`src/rtl/iq_issue_select_pkg.sv`:
```
// Shared types and helpers for the issue-queue select stage.
// iq_age_t and is_older() carry ROB indices widened to ROB_W_MAX bits so one
// definition serves any ROB_SIZE_LOG up to that width (zero-extension keeps order).
package iq_pkg;

    localparam int IQ_DEPTH_DEF     = 8;
    localparam int ROB_SIZE_LOG_DEF = 6;
    localparam int IQ_IDX_W         = $clog2(IQ_DEPTH_DEF);
    localparam int ROB_W_MAX        = 16;

    typedef struct packed {
        logic                 flag;
        logic [ROB_W_MAX-1:0] robidx;
    } iq_age_t;

    // A is older than B: same wrap flag compares directly, differing flags invert.
    function automatic logic is_older(input logic                 flagA,
                                      input logic [ROB_W_MAX-1:0] idxA,
                                      input logic                 flagB,
                                      input logic [ROB_W_MAX-1:0] idxB);
        if (flagA == flagB) begin
            return idxA < idxB;
        end
        return idxA > idxB;
    endfunction

endpackage

```
`src/rtl/iq_issue_select_if.sv`:
```
// Issue-register output handshake towards the execute-stage operand read.
// master = select stage (drives the instruction), slave = consumer (drives ready).
interface iq_issue_select_if #(
    parameter int IQ_DEPTH     = 8,
    parameter int ROB_SIZE_LOG = 6
);

    localparam int IDX_W = $clog2(IQ_DEPTH);

    logic                    out_valid;
    logic                    out_ready;
    logic [IDX_W-1:0]        out_idx;
    logic                    out_robidx_flag;
    logic [ROB_SIZE_LOG-1:0] out_robidx;

    modport master (
        output out_valid,
        output out_idx,
        output out_robidx_flag,
        output out_robidx,
        input  out_ready
    );

    modport slave (
        input  out_valid,
        input  out_idx,
        input  out_robidx_flag,
        input  out_robidx,
        output out_ready
    );

endinterface

```
`src/rtl/iq_issue_select_age_pick.sv`:
```
// Combinational oldest-ready picker: a log2(IQ_DEPTH)-level tournament tree.
// Nodes are stored heap-style (node n has children 2n+1 / 2n+2, leaves at
// IQ_DEPTH-1+i), so the left child always covers the lower entry indices and
// keeping the left side on an age tie gives the lower-index-wins tie-break.
module iq_age_pick
    import iq_pkg::*;
#(
    parameter int IQ_DEPTH     = 8,
    parameter int ROB_SIZE_LOG = 6
) (
    input  logic [IQ_DEPTH-1:0]              ready_i,
    input  logic [IQ_DEPTH-1:0]              flag_i,
    input  logic [IQ_DEPTH*ROB_SIZE_LOG-1:0] robidx_i,
    output logic                             found_o,
    output logic [$clog2(IQ_DEPTH)-1:0]      winner_o
);

    localparam int IDX_W = $clog2(IQ_DEPTH);
    localparam int NODES = 2 * IQ_DEPTH - 1;

    logic [NODES-1:0] nodeFound;
    iq_age_t          nodeAge [NODES];
    logic [IDX_W-1:0] nodeIdx [NODES];

    // Fill the leaves from the entries, then reduce pairwise up to the root.
    always_comb begin
        logic takeRight;
        takeRight = 1'b0;
        nodeFound = '0;
        for (int n = 0; n < NODES; n++) begin
            nodeAge[n] = '0;
            nodeIdx[n] = '0;
        end
        for (int i = 0; i < IQ_DEPTH; i++) begin
            nodeFound[IQ_DEPTH-1+i]                             = ready_i[i];
            nodeAge[IQ_DEPTH-1+i].flag                          = flag_i[i];
            nodeAge[IQ_DEPTH-1+i].robidx[ROB_SIZE_LOG-1:0]      = robidx_i[i*ROB_SIZE_LOG +: ROB_SIZE_LOG];
            nodeIdx[IQ_DEPTH-1+i]                               = IDX_W'(i);
        end
        for (int n = IQ_DEPTH - 2; n >= 0; n--) begin
            takeRight = nodeFound[2*n+2] &
                        (~nodeFound[2*n+1] |
                         is_older(nodeAge[2*n+2].flag, nodeAge[2*n+2].robidx,
                                  nodeAge[2*n+1].flag, nodeAge[2*n+1].robidx));
            nodeFound[n] = nodeFound[2*n+1] | nodeFound[2*n+2];
            nodeAge[n]   = takeRight ? nodeAge[2*n+2] : nodeAge[2*n+1];
            nodeIdx[n]   = takeRight ? nodeIdx[2*n+2] : nodeIdx[2*n+1];
        end
    end

    assign found_o  = nodeFound[0];
    assign winner_o = nodeIdx[0];

endmodule

```
`src/rtl/iq_issue_select.sv`:
```
// Issue select for one issue queue: picks the oldest ready entry, pulses
// `issuing` back to it and loads a one-entry issue register that drives a
// valid/ready handshake to operand read.
// Optional build macro ISSUE_PERF_CNT_EN adds perf_issue_cnt / perf_stall_cnt.
module iq_issue_select
    import iq_pkg::*;
#(
    parameter int IQ_DEPTH     = 8,
    parameter int ROB_SIZE_LOG = 6
) (
    input  logic                             clock,
    input  logic                             reset,
    input  logic                             flush,
    input  logic [IQ_DEPTH-1:0]              entry_ready,
    input  logic [IQ_DEPTH-1:0]              entry_robidx_flag,
    input  logic [IQ_DEPTH*ROB_SIZE_LOG-1:0] entry_robidx,
    output logic [IQ_DEPTH-1:0]              issuing,
    output logic                             issue_fire,
    iq_issue_select_if.master                out_if
`ifdef ISSUE_PERF_CNT_EN
    ,
    output logic [63:0]                      perf_issue_cnt,
    output logic [63:0]                      perf_stall_cnt
`endif
);

    localparam int IDX_W = $clog2(IQ_DEPTH);

    logic                    found;
    logic [IDX_W-1:0]        winner;
    logic                    canAccept;
    logic                    selFire;

    logic                    outValid_q, outValid_d;
    logic [IDX_W-1:0]        outIdx_q, outIdx_d;
    logic                    outFlag_q, outFlag_d;
    logic [ROB_SIZE_LOG-1:0] outRob_q, outRob_d;

    iq_age_pick #(
        .IQ_DEPTH     (IQ_DEPTH),
        .ROB_SIZE_LOG (ROB_SIZE_LOG)
    ) u_age_pick (
        .ready_i  (entry_ready),
        .flag_i   (entry_robidx_flag),
        .robidx_i (entry_robidx),
        .found_o  (found),
        .winner_o (winner)
    );

    // Issue only when the register can take a new instruction and nothing is squashing this cycle.
    always_comb begin
        canAccept  = ~outValid_q | out_if.out_ready;
        selFire    = found & canAccept & ~flush & ~reset;
        issue_fire = selFire;
        issuing    = '0;
        if (selFire) begin
            issuing = {{(IQ_DEPTH-1){1'b0}}, 1'b1} << winner;
        end
    end

    // Issue register next state: flush drops the content, otherwise load/advance when the consumer allows.
    always_comb begin
        outValid_d = outValid_q;
        outIdx_d   = outIdx_q;
        outFlag_d  = outFlag_q;
        outRob_d   = outRob_q;
        if (flush) begin
            outValid_d = 1'b0;
        end else if (canAccept) begin
            outValid_d = found;
            if (found) begin
                outIdx_d  = winner;
                outFlag_d = entry_robidx_flag[winner];
                outRob_d  = entry_robidx[winner*ROB_SIZE_LOG +: ROB_SIZE_LOG];
            end
        end
    end

    // Issue register state; reset drops any held instruction.
    always_ff @(posedge clock) begin
        if (reset) begin
            outValid_q <= 1'b0;
            outIdx_q   <= '0;
            outFlag_q  <= 1'b0;
            outRob_q   <= '0;
        end else begin
            outValid_q <= outValid_d;
            outIdx_q   <= outIdx_d;
            outFlag_q  <= outFlag_d;
            outRob_q   <= outRob_d;
        end
    end

    assign out_if.out_valid       = outValid_q;
    assign out_if.out_idx         = outIdx_q;
    assign out_if.out_robidx_flag = outFlag_q;
    assign out_if.out_robidx      = outRob_q;

`ifdef ISSUE_PERF_CNT_EN
    logic [63:0] perfIssue_q;
    logic [63:0] perfStall_q;

    // Count issues and cycles where ready work is blocked by a full register; flush does not clear them.
    always_ff @(posedge clock) begin
        if (reset) begin
            perfIssue_q <= '0;
            perfStall_q <= '0;
        end else begin
            if (selFire) begin
                perfIssue_q <= perfIssue_q + 64'd1;
            end
            if ((|entry_ready) & ~canAccept & ~flush) begin
                perfStall_q <= perfStall_q + 64'd1;
            end
        end
    end

    assign perf_issue_cnt = perfIssue_q;
    assign perf_stall_cnt = perfStall_q;
`endif

endmodule

```
`src/flat_wrapper.sv`:
```
// flat-port wrapper written by rule: the top's interface ports become plain ports
module iq_issue_select_flat import iq_pkg::*;
#(
    parameter int IQ_DEPTH     = 8,
    parameter int ROB_SIZE_LOG = 6
)
  (clock, reset, flush, entry_ready, entry_robidx_flag, entry_robidx, issuing, issue_fire, out_if_out_valid, out_if_out_idx, out_if_out_robidx_flag, out_if_out_robidx, out_if_out_ready);
  iq_issue_select_if #(.IQ_DEPTH(IQ_DEPTH), .ROB_SIZE_LOG(ROB_SIZE_LOG)) out_if_i ();
  input  logic clock;
  input  logic reset;
  input  logic flush;
  input  logic [IQ_DEPTH-1:0] entry_ready;
  input  logic [IQ_DEPTH-1:0] entry_robidx_flag;
  input  logic [IQ_DEPTH*ROB_SIZE_LOG-1:0] entry_robidx;
  output logic [IQ_DEPTH-1:0] issuing;
  output logic issue_fire;
  output wire logic [$bits(out_if_i.out_valid)-1:0] out_if_out_valid;
  output wire logic [$bits(out_if_i.out_idx)-1:0] out_if_out_idx;
  output wire logic [$bits(out_if_i.out_robidx_flag)-1:0] out_if_out_robidx_flag;
  output wire logic [$bits(out_if_i.out_robidx)-1:0] out_if_out_robidx;
  input wire logic [$bits(out_if_i.out_ready)-1:0] out_if_out_ready;
  assign out_if_out_valid = out_if_i.out_valid;
  assign out_if_out_idx = out_if_i.out_idx;
  assign out_if_out_robidx_flag = out_if_i.out_robidx_flag;
  assign out_if_out_robidx = out_if_i.out_robidx;
  assign out_if_i.out_ready = out_if_out_ready;
  iq_issue_select #(.IQ_DEPTH(IQ_DEPTH), .ROB_SIZE_LOG(ROB_SIZE_LOG)) u_core (.clock(clock), .reset(reset), .flush(flush), .entry_ready(entry_ready), .entry_robidx_flag(entry_robidx_flag), .entry_robidx(entry_robidx), .issuing(issuing), .issue_fire(issue_fire), .out_if(out_if_i));
endmodule
```
`config.mk`:
```
export PLATFORM = sky130hd
export DESIGN_NAME = iq_issue_select_flat
export DESIGN_NICKNAME = d
export VERILOG_FILES = /design/src/rtl/iq_issue_select_pkg.sv /design/src/rtl/iq_issue_select_if.sv /design/src/rtl/iq_issue_select_age_pick.sv /design/src/rtl/iq_issue_select.sv /design/src/flat_wrapper.sv
export SDC_FILE = /design/constraint.sdc
export NUM_CORES = 1
export LEC_CHECK = 0
export BUFFER_PORTS_ARGS = -buffer_cell sky130_fd_sc_hd__buf_2
export CAP_MARGIN = 20
export CORE_MARGIN = 5
export CORE_UTILIZATION = 23
export DETAILED_ROUTE_END_ITERATION = 8
export SETUP_SLACK_MARGIN = 0.05
export SLEW_MARGIN = 20
export SYNTH_ARGS = -nofsm -noshare
export SYNTH_HDL_FRONTEND = slang
export SYNTH_SLANG_ARGS = --single-unit
```
`constraint.sdc`:
```
create_clock -name clock -period 41.4 [get_ports clock]
set_clock_uncertainty 0.1 [all_clocks]
set_input_delay 12.42 -clock clock [delete_from_list [all_inputs] [get_ports clock]]
set_output_delay 12.42 -clock clock [all_outputs]
set_load 0.03 [all_outputs]
```
==> impl_metrics.yaml <==
outcome:
  status: "complete, no violations"
setup_path:
  r2r_slack_ns: 38.78
  worstRegToRegCells: 7
  r2r_end: "u_core.out_if.out_robidx[2]"
  crit_path_max_fanout: 14
  critPathMaxStageDelay_ns: 0.75
  critPathCaptureType: "output pin"
  worstPathArrival_ns: 19.68
  worstSetupStartpointType: "input port"
  cp_data_required_time_ns: 28.88
  critPathSlowestCell: "nor3_1"
  rr_startpoint: "u_core.out_if.out_valid"
  setup.worst_path.class: "in -> out"
die:
  io_pins: 88
  die_h_um: 119.6
  die_area_sq_um: 14300
  rows: 40
  core_sq_um: 11910
  start_util: 0.2319
  die_w_um: 119.6
synthesis:
  ys_seq_area_frac: 0.07971
  yosysWarnings: 0
  netlist_top_cells_count: "ha_1 (42), inv_1 (34), nor2_1 (30)"
  syn_inst: 370
  yosysMostFrequentCell: "ha_1"
  synth-edff-count: 0
  async_flop_share: 0
  synth_area_leader_cell: "ha_1"
  netlist_area_sq_um: 2763
  synth_area_leaders: "ha_1 (19%), dfxtp_1 (8.0%), mux2i_1 (8.0%)"
  synth_top_area_frac: 0.1902
  synth-seq-cells: 11
  syn_avg_cell_area_sq_um: 7.467
  synthesis.nets: 480
  synth_cell_type_count: 57
  ys.flop_type: "dfxtp_1"
route:
  via_per_inst: 5.492
  drc: 0
  postRouteAntennaNets: 0
  drt_iter0_markers: 218
  num_vias: 3295
  wl_per_cell_um: 17.75
  routed_wl_mm: 10.65
  drtPass1Iterations: 5
timing:
  setup_viol: 0
  hold_violations: 0
  relSlewSlack: 0.3910
  post-route-period-util: 0.7777
  worst-slew-pin-transition_ns: 0.9065
  layout_min_cycle_time_ns: 32.20
  fmax_mhz: 31.06
  rsz0062_at_grt: "false"
  drv_slew: 0
  tns_ns: 0
global_routing:
  grt_pass1_vias: 3370
  grt-ovfl-total: 0
  gr-usage-all-layers: 0.1461
  grt_pass1_wl_mm: 17.04
  grt_start_max_net_pins: 18
  antenna_found_initial: 0
clock_tree:
  cts_resized: 0
  clock_sinks: 11
  cts_made_buffers: 3
  clk_path_buf_depth: 2
  cts_hold_buf: 0
  cts.clk_slew.worst_paths_ns: 0.04
  htree_num_levels: 1
  clk_latency_ns: 0.24
  cts_setup_buffers: 0
  cts_tree: "done"
  cts_root_buffer: "clkbuf_16"
power:
  power_uw: 124.1
  pwr_density_cell_nw_per_um2: 36.25
  leakagePower_nw: 1.638
  peakVddDrop_mv: 0.01429
hold_path:
  hold_path.startpoint: "u_core.out_if.out_idx[2]"
  hold_depth: 2
  hold_end: "u_core.out_if.out_idx[2]"
  hold_path_class: "reg -> reg"
placed_design:
  place.gp.congestion: 0.9078
  dp.cells: 596
  detailed_place_hpwl_mm: 9.240
  portBuffers: 87
  dpl-instance-area_sq_um: 3343
layout:
  area_delta_synth_final_pct: 23.91
  fin_nets: 564
  drive_above_1_share: 0.2428
  fin_area_sq_um: 3423
  diodes: 0
  instances_no_fill: 600
flow_run:
  max_cap_violations: 0
-- routing by layer --
metal	routed length, um	share of wire	track usage
met1	4486	0.42	0.1855
met2	4820	0.45	0.2405
met3	889	0.083	0.02356
met4	454	0.043	0.07015
met5	0	0	0
-- report_power, final --
group | internal, mW | leakage, nW | switching [mW]
Clock | 0.0128 | 0.0409 | 0.00538
Combinational | 0.0324 | 1.51 | 0.0563
Sequential | 0.0146 | 0.0908 | 0.00258
-- worst max path at each step --
stage / start / depth (start not counted) / slack [ns] / to
6_report: entry_robidx[3] / 31 / 9.20 / issuing[2]
5_1_grt: entry_robidx[3] / 31 / 8.59 / issuing[2]
3_5_place_dp: entry_robidx[3] / 31 / 9.29 / issuing[2]
2_1_floorplan: entry_robidx[3] / 31 / 10.59 / issuing[0]
4_1_cts: entry_robidx[3] / 31 / 9.26 / issuing[2]
3_3_place_gp: entry_robidx[3] / 31 / 9.47 / issuing[3]
-- flip-flops by register name, indices dropped and copies added (netlist names) --
register	count
u_core.out_if.out_robidx	6
u_core.out_if.out_valid	1
u_core.out_if.out_idx	3
u_core.out_if.out_robidx_flag	1
-- layout by cell type (no fill, tap or decap), types with 3 or more instances in the layout --
master     count
mux2_2         7
nor2_1        30
a21oi_1       18
o21ai_0       20
ha_1          42
nand4_1        5
dfxtp_1       11
and2_1         6
a22oi_1        5
o31ai_1        7
nor3_1        17
or4_1          4
buf_2         87
and4_1         5
clkbuf_16      3
a32oi_1        8
mux2i_1       22
xnor2_1        3
o311ai_0       3
inv_1         34
o311ai_2       3
a211oi_1       4
xor2_1         3
nand2_1       24
a221oi_1       7
nand3_1       10
o2bb2ai_1      7
nor2b_1        8
o211ai_1       6
o21a_1         6
-- critical path, delay by kind of cell --
family          cells  cell delay, ns
buf+inv             4            0.63
simple gates       13            3.41
mux                 2            0.70
compound gates      9            1.67
fa+ha+maj           3            0.82
-- cells by family after synthesis --
family          count (synthesis)  share of synthesized area
compound gates                113                     0.3021
xor+xnor                        6                    0.01903
fa+ha+maj                      42                     0.1902
buf+inv                        44                    0.06567
flops                          11                    0.07971
mux                            29                     0.1082
simple gates                  125                     0.2351
-- final cells by class --
type,instances,area (sq um)
sequential,11,220.2
tap,147,183.9
fill,1293,8488
clock buffer,3,75.07
multi-input combinational,315,2361
inverter,34,127.6
timing repair buffer,89,450.4
clock inverter,1,5.005
-- per-stage QoR --
stage / hold WS, ns / util / setup slack [ns]
floorplan: 0.4765 / - / 10.59
global placement: 0.3492 / 0.2807 / 9.471
detailed placement: 0.3471 / 0.2807 / 9.292
CTS: 0.3527 / 0.2874 / 9.261
global route: 0.3753 / 0.2874 / 8.586
finish: 0.3514 / 0.2874 / 9.204
Power figures use the tool's default switching activity.
